File: config.mk
export PLATFORM = sky130hd
export DESIGN_NAME = srx32_seq
export DESIGN_NICKNAME = d
export VERILOG_FILES = /design/src/rtl/srx32_seq.sv
export SDC_FILE = /design/constraint.sdc
export NUM_CORES = 1
export LEC_CHECK = 0
export BUFFER_PORTS_ARGS = -buffer_cell sky130_fd_sc_hd__buf_2
export CORE_AREA = 2 2 108 79
export DETAILED_ROUTE_END_ITERATION = 12
export DIE_AREA = 0 0 110 81
export HOLD_SLACK_MARGIN = 0.15
export PLACE_DENSITY = 0.72
export SLEW_MARGIN = 20
export SYNTH_ARGS = -nofsm -noshare
export SYNTH_HDL_FRONTEND = slang
export SYNTH_SLANG_ARGS = --single-unit
File: constraint.sdc
create_clock -name clk -period 1.8 [get_ports clk]
set_input_delay 0.09 -clock clk [delete_from_list [all_inputs] [get_ports clk]]
set_output_delay 0.09 -clock clk [all_outputs]
set_load 0.03 [all_outputs]
File: src/rtl/srx32_seq.sv
// Multi-cycle logical/arithmetic right shifter for the KLP32 ALU.
// Shifts STEP bits per clock under a start/busy/done handshake.
module srx32_seq #(
  parameter int WIDTH = 32,
  parameter int STEP  = 1
) (
  input  logic             clk,
  input  logic             rst,
  input  logic             start,
  input  logic             arith,
  input  logic [WIDTH-1:0] X,
  input  logic [WIDTH-1:0] shift,
  output logic [WIDTH-1:0] result,
  output logic             busy,
  output logic             done
);

  localparam logic [1:0] S_IDLE  = 2'd0;
  localparam logic [1:0] S_SHIFT = 2'd1;
  localparam logic [1:0] S_DONE  = 2'd2;

  localparam logic [4:0] STEP_W = 5'(STEP);

  logic [1:0]       state_reg, state_next;
  logic [WIDTH-1:0] acc_reg;
  logic [4:0]       rem_reg;
  logic             mode_reg;
  logic [WIDTH-1:0] result_reg;
  logic             busy_reg;
  logic             done_reg;

  logic [4:0]       shamt;
  logic             accept;
  logic [4:0]       step_n;
  logic [4:0]       rem_after;
  logic             fill;
  logic [WIDTH-1:0] fill_mask;
  logic [WIDTH-1:0] acc_shifted;

  // Only the low five bits of the amount matter (RV32 semantics).
  logic unused_shift_hi;
  assign unused_shift_hi = ^shift[WIDTH-1:5];
  assign shamt = shift[4:0];

  // A request is taken in IDLE and also in DONE, giving back-to-back throughput.
  assign accept = start && (state_reg != S_SHIFT);

  always_comb begin
    step_n      = (rem_reg < STEP_W) ? rem_reg : STEP_W;
    rem_after   = rem_reg - step_n;
    fill        = mode_reg & acc_reg[WIDTH-1];
    fill_mask   = ~({WIDTH{1'b1}} >> step_n);
    acc_shifted = (acc_reg >> step_n) | (fill ? fill_mask : '0);
  end

  always_comb begin
    state_next = S_IDLE;
    case (state_reg)
      S_IDLE, S_DONE: begin
        if (accept) begin
          state_next = (shamt == 5'd0) ? S_DONE : S_SHIFT;
        end else begin
          state_next = S_IDLE;
        end
      end
      S_SHIFT: state_next = (rem_after == 5'd0) ? S_DONE : S_SHIFT;
      default: state_next = S_IDLE;
    endcase
  end

  always_ff @(posedge clk) begin
    if (rst) begin
      state_reg  <= S_IDLE;
      acc_reg    <= '0;
      rem_reg    <= '0;
      mode_reg   <= 1'b0;
      result_reg <= '0;
      busy_reg   <= 1'b0;
      done_reg   <= 1'b0;
    end else begin
      state_reg <= state_next;
      busy_reg  <= (state_next == S_SHIFT);
      done_reg  <= (state_next == S_DONE);
      case (state_reg)
        S_IDLE, S_DONE: begin
          if (accept) begin
            acc_reg  <= X;
            rem_reg  <= shamt;
            mode_reg <= arith;
            if (shamt == 5'd0) begin
              result_reg <= X;
            end
          end
        end
        S_SHIFT: begin
          acc_reg <= acc_shifted;
          rem_reg <= rem_after;
          // Result is loaded on the same edge that enters DONE.
          if (rem_after == 5'd0) begin
            result_reg <= acc_shifted;
          end
        end
        default: begin
          acc_reg <= acc_reg;
        end
      endcase
    end
  end

  assign result = result_reg;
  assign busy   = busy_reg;
  assign done   = done_reg;

endmodule
==> results of run 1 <==
==> layout make-up <==
cell class,instances,area [um^2]
fill,681,3250
clock inverter,4,48.8
sequential,74,1480
multi-input combinational,249,1860
timing repair buffer,141,1070
clock buffer,12,165
tap,105,131
inverter,4,15.0
==> Yosys cell counts, types with 2 or more instances <==
master / n
a21oi_1: 36
a221oi_1: 30
a22oi_1: 32
a311oi_1: 2
a31oi_1: 3
and4_1: 31
buf_1: 4
buf_2: 10
buf_6: 4
clkbuf_1: 22
clkbuf_2: 2
dfxtp_1: 74
inv_1: 3
nand2_1: 10
nand2b_1: 3
nand3_1: 2
nor2_1: 10
nor2b_1: 2
nor3_1: 4
o21ai_0: 4
o21ai_1: 31
o2bb2ai_1: 32
==> cells by family (layout without fill, tap and decap cells) <==
| family | count (synthesis) | after routing | share of synthesized area (%) |
|---|---|---|---|
| AOI/OAI and AO/OA | 176 | 176 | 35.6 |
| DFF | 74 | 74 | 42.9 |
| and+or+nand+nor | 71 | 71 | 14.5 |
| buffers and inverters | 46 | 161 | 6.31 |
| adders and majority gates | 1 | 1 | 0.363 |
| muxes | 1 | 1 | 0.290 |
==> worst min-delay path: cells and delay by family <==
kind / cells / cell delay, ps
compound gates: 1 / 50
buf+inv: 1 / 90
simple gates: 2 / 240
==> routing by layer <==
| metal | share of wire, % | up-vias |
|---|---|---|
| met3 | 7.4 | 14 |
| met5 | 0 | - |
| met4 | 1.2 | 0 |
| met2 | 46 | 153 |
| met1 | 46 | 1651 |
| li1 | - | 1699 |
==> final timing paths <==
check | start | endpoint | slack [ps] | cells after the start
setup reg to reg | rem_reg[2] | result[26] | 10 | 7
hold / removal | start | rem_reg[4] | 160 | 4
setup / recovery | rem_reg[2] | result[26] | 10 | 7
hold reg to reg | result[13] | result[13] | 460 | 1
==> power groups by stage <==
stage               combinational (mW)  sequential [mW]  clock, mW
floorplan                        0.691             2.00          0
global placement                  1.15             1.91          0
detailed placement                1.18             1.91          0
CTS                               1.27             1.88       1.40
global route                      1.41             1.91       1.48
finish                            1.31             1.89       1.39
==> repair_timing <==
| item | CTS | global route |
|---|---|---|
| cloned | 0 | 0 |
| hold buffers | 40 | 0 |
| pin swaps | 0 | 0 |
| hold endpoints to repair | 72 | 0 |
| endpoints found under the setup margin | 32 | 39 |
| resized for setup | 2 | 13 |
==> results.md, run 1 <==
* Outcome: complete, no violations
* Layout Cells excl Fill at 589
* Crit share post-route at 99.4%
* Mapped cell area at 3450 um^2
* Crit path largest cell delay at 400 ps
* P_leak at 1.88 nW
* CTS root buf: clkbuf_8
* CTS buffer count at 9
* Die H at 81 um
* Iter 0 DRT Violations at 312
* Fin worst setup slack at 10.7 ps
* Via/cell ratio at 5.97
* Post-synth EDFFs at 0
* Finish-stage setup viols at 0
* DR WL/cell at 17.0 um
* Final GP Congestion at 0.812
* Synth top area share at 42.9%
* Most frequent cells in the layout: buf_2 (74), dfxtp_1 (72), dlygate4sd3_1 (40), a21oi_1 (36), a22oi_1 (32)
* Core ar. at 8020 um^2
* CTS H-tree depth at 3
* DP HPWL at 6.24 mm
* GR Util met2 at 37.1%
* Netlist cell types at 40
* Final hold vios at 0
* Sink Count at 74
* CP Capture Type: register
* Buffers on Ports at 74
* N_diodes at 0
* GRT Util Overall at 23.0%
* Share of layout cells above drive strength 1 at 29.5%
* Worst setup path category: register to register
* Required time of the critical path at 2040 ps
* Reported max-cap violation count at 0
* Top_reg_cell synth: dfxtp_1
* Commonest non-fill, non-tap cell in the layout: buf_2
* Slowest-stage cell, CP: or3_4
* Clock power frac at 30.2%
* DRC viols at 0
* Drt pass-1 iters at 5
* PD cells at 961 nW/um^2
* Post-Syn Nets at 438
* RSZ-0062 raised after global routing: true
* Layout area overhead at 38.5%
* Worst-path clk slew at 80 ps
* Num rows at 28
* Ys Warns at 0
* FF+latch count, synth at 74
* Seq/Total Area, Yosys at 42.9%
* First-pass GRT wire length at 15.9 mm
* Cells after Synth at 369
* # Post-CTS Setup Buffers at 0
* Slew @ Worst Pin at 371 ps
* I/O Pins at 102
* Initial antenna violation count at 0
* Number of global-route vias before repair at 3240
* Nets at 548
* Post-route cell area at 4780 um^2
* Final Util at 59.5%
* Setup Total Neg Slack at 0 ps
* Syn_area_per_cell at 9.35 um^2
* GR Layer Usage met1 at 30.5%
* Async S/R FF share, synth at 0%
* Die area at 8910 um^2
* Placed cell areas at 4080 um^2
* Rel. slew slack at 75.1%
* Die X at 110 um
* Pre-CTS setup slack at -48.7 ps
* CTS tree: built
* Final Power at 4.59 mW
* Internal power at 3.09 mW
* Post-route antenna net violation count at 0
* Hold WS at 157 ps
* Largest cells by area after synthesis: dfxtp_1 (43%), o2bb2ai_1 (8.1%), and4_1 (7.9%), a221oi_1 (7.6%), a22oi_1 (7.0%)
* NetSw at 1.50 mW
* FMAX at 559 MHz
* CP Launch Type: register
* Cell Chain, Critical Path: or3_4 > o21bai_4 > ha_4 > and4_4 > nor3_4 > buf_12 > o2bb2ai_1
* Clk_lat worst skew at 360 ps
* Longest Clk Path Bufs at 2
* WL final at 10.0 mm
* Peak VDD IR at 0.000619 V
* Top Family by Delay on Critical Path: simple AND/OR/NAND/NOR gates
* Comb pwr share at 28.6%
* Dpl cells at 533
* Sw Ratio at 32.8%
* Clock Skews at 8.85 ps
* Total congestion overflow at 0
* M3 GR Usage at 5.62%
* Largest net degree at the start of global routing at 50
* Seq pwr share at 41.1%
* Post-synth top area cell: dfxtp_1
* Routed vias at 3517
* Starting Density at 43.0%
* CP max FO at 17
* Hold WC Path Type: input port to register
* CP arrival at 2030 ps
* GRT busiest layer: met2
* CP bufs+invs at 1
* Minimum clock period at 1790 ps
* Slew Limit Fails at 0
No activity file was read; power rests on OpenSTA's default activity.
==> run 2: changes to the inputs <==
--- a/config.mk
+++ b/config.mk
@@ -6,9 +6,9 @@
 export NUM_CORES = 1
 export LEC_CHECK = 0
 export BUFFER_PORTS_ARGS = -buffer_cell sky130_fd_sc_hd__buf_2
-export CORE_AREA = 2 2 108 79
+export CORE_AREA = 2 2 91 93
 export DETAILED_ROUTE_END_ITERATION = 12
-export DIE_AREA = 0 0 110 81
+export DIE_AREA = 0 0 93 95
 export HOLD_SLACK_MARGIN = 0.15
 export PLACE_DENSITY = 0.72
 export SLEW_MARGIN = 20
==> results.md, run 2 (synthesized netlist as in run 1, its figures left out) <==
* Outcome: finished, violations left
* Failing checks: negative setup slack
* Initial antenna violation count at 0
* Required time of the critical path at 2010 ps
* I/O Pins at 102
* GRT Util Overall at 23.7%
* Top Family by Delay on Critical Path: simple AND/OR/NAND/NOR gates
* Core ar. at 7930 um^2
* Final GP Congestion at 0.815
* Post-route cell area at 4670 um^2
* First-pass GRT wire length at 16.8 mm
* Reported max-cap violation count at 0
* CP bufs+invs at 1
* Num rows at 33
* DP HPWL at 6.13 mm
* N_diodes at 0
* FMAX at 548 MHz
* RR Startpoint: rem_reg[2]
* Share of layout cells above drive strength 1 at 28.3%
* Die H at 95 um
* Hold Crit Start: start
* Cell Chain, Critical Path: or3_4 > o21bai_4 > ha_4 > and4_4 > nor3_4 > buf_12 > o2bb2ai_1
* Placed cell areas at 4050 um^2
* Via/cell ratio at 6.08
* Layout area overhead at 35.4%
* Sink Count at 74
* CTS buffer count at 9
* Most frequent cells in the layout: buf_2 (74), dfxtp_1 (72), dlygate4sd3_1 (39), a21oi_1 (36)
* Clock Skews at 5.29 ps
* Slew Limit Fails at 0
* Nets at 550
* Worst setup path category: register to register
* CTS root buf: clkbuf_8
* WL final at 10.1 mm
* DRC viols at 0
* DR WL/cell at 17.1 um
* Worst-path clk slew at 70 ps
* Crit share post-route at 101%
* CP Launch Type: register
* Peak VDD IR at 0.000417 V
* # Post-CTS Setup Buffers at 0
* Buffers on Ports at 74
* Finish-stage setup viols at 30
* Drt pass-1 iters at 5
* Crit path largest cell delay at 390 ps
* Pre-CTS setup slack at -158 ps
* Clk_lat worst skew at 350 ps
* PD cells at 918 nW/um^2
* Number of global-route vias before repair at 3503
* CP arrival at 2040 ps
* Hold WC Path Type: input port to register
* Iter 0 DRT Violations at 269
* Longest Clk Path Bufs at 2
* Fin worst setup slack at -23.7 ps
* Rel. slew slack at 62.9%
* Post-route antenna net violation count at 0
* Minimum clock period at 1820 ps
* CP Capture Type: register
* CTS tree: built
* CP startpoint: rem_reg[2]
* Slew @ Worst Pin at 555 ps
* Die area at 8840 um^2
* RSZ-0062 raised after global routing: true
* Final Power at 4.29 mW
* Die X at 93 um
* CP max FO at 11
* Total congestion overflow at 0
* Routed vias at 3580
* Final hold vios at 0
* Starting Density at 43.5%
* Commonest non-fill, non-tap cell in the layout: buf_2
* P_leak at 1.84 nW
* Largest net degree at the start of global routing at 42
* Slowest-stage cell, CP: or3_4
* CTS H-tree depth at 3
-- run 2: changes by cell type in the layout (fill, tap and decap cells not counted), sizes merged --
cell and change:
clkinv -1, o21bai +1, clkbuf -1, buf +2
dlygate4sd3 -1, bufinv -1, clkinvlp +1
-- run 2: final timing paths --
| check | endpoint | slack [ps] | depth (start not counted) |
|---|---|---|---|
| setup / recovery | result[8] | -20 | 7 |
| hold / removal | rem_reg[4] | 190 | 4 |
| setup reg to reg | result[8] | -20 | 7 |
| hold reg to reg | result[7] | 460 | 1 |
-- run 2: final cells by class --
| class | count | area (um^2) |
|---|---|---|
| clock inverters | 3 | 17.5 |
| inverters | 4 | 15.0 |
| multi-input cells | 250 | 1840 |
| flip-flops and latches | 74 | 1480 |
| well taps | 105 | 131 |
| clock buffers | 11 | 141 |
| repair buffers | 142 | 1040 |
| fillers | 703 | 3260 |
-- run 2: through the flow --
stage | utilization, % | cells | setup TNS, ps | hold WS, ps
after global placement | 51.1 | 535 | -2060 | 335
after CTS | 58.6 | 589 | -178 | 170
final | 58.9 | 589 | -373 | 194
after global routing | 58.9 | 589 | -3480 | 207
after floorplan | - | 369 | -2560 | 226
after detailed placement | 51.1 | 535 | -4100 | 357
-- run 2: repair_timing --
action,in CTS,in global routing
gates cloned,1,0
hold buffers,39,0
pin swaps,3,3
endpoints found under the hold margin,70,0
endpoints found under the setup margin,47,60
resized for setup,4,9
-- run 2: worst reg2reg max path, delay by kind of cell, from the launching register on --
kind                     cells  cell delay, ps
flip-flops                   1             320
buffers and inverters        1             180
AND/OR/NAND/NOR              3             770
AO/OA/AOI/OAI                2             270
adder cells (fa/ha/maj)      1             150
-- run 2: routing by layer --
| metal | vias to the layer above | track usage, % | routed length, um |
|---|---|---|---|
| met5 | - | 0 | 0 |
| met4 | 0 | 10.0 | 227 |
| met3 | 27 | 4.07 | 600 |
| li1 | 1701 | - | - |
| met1 | 1709 | 30.9 | 4470 |
| met2 | 143 | 38.9 | 4780 |
-- run 2: where the power goes --
part | internal (mW) | total (mW) | switching [mW]
Clock | 0.519 | 1.11 | 0.592
Combinational | 0.544 | 1.30 | 0.758
Sequential | 1.77 | 1.87 | 0.100
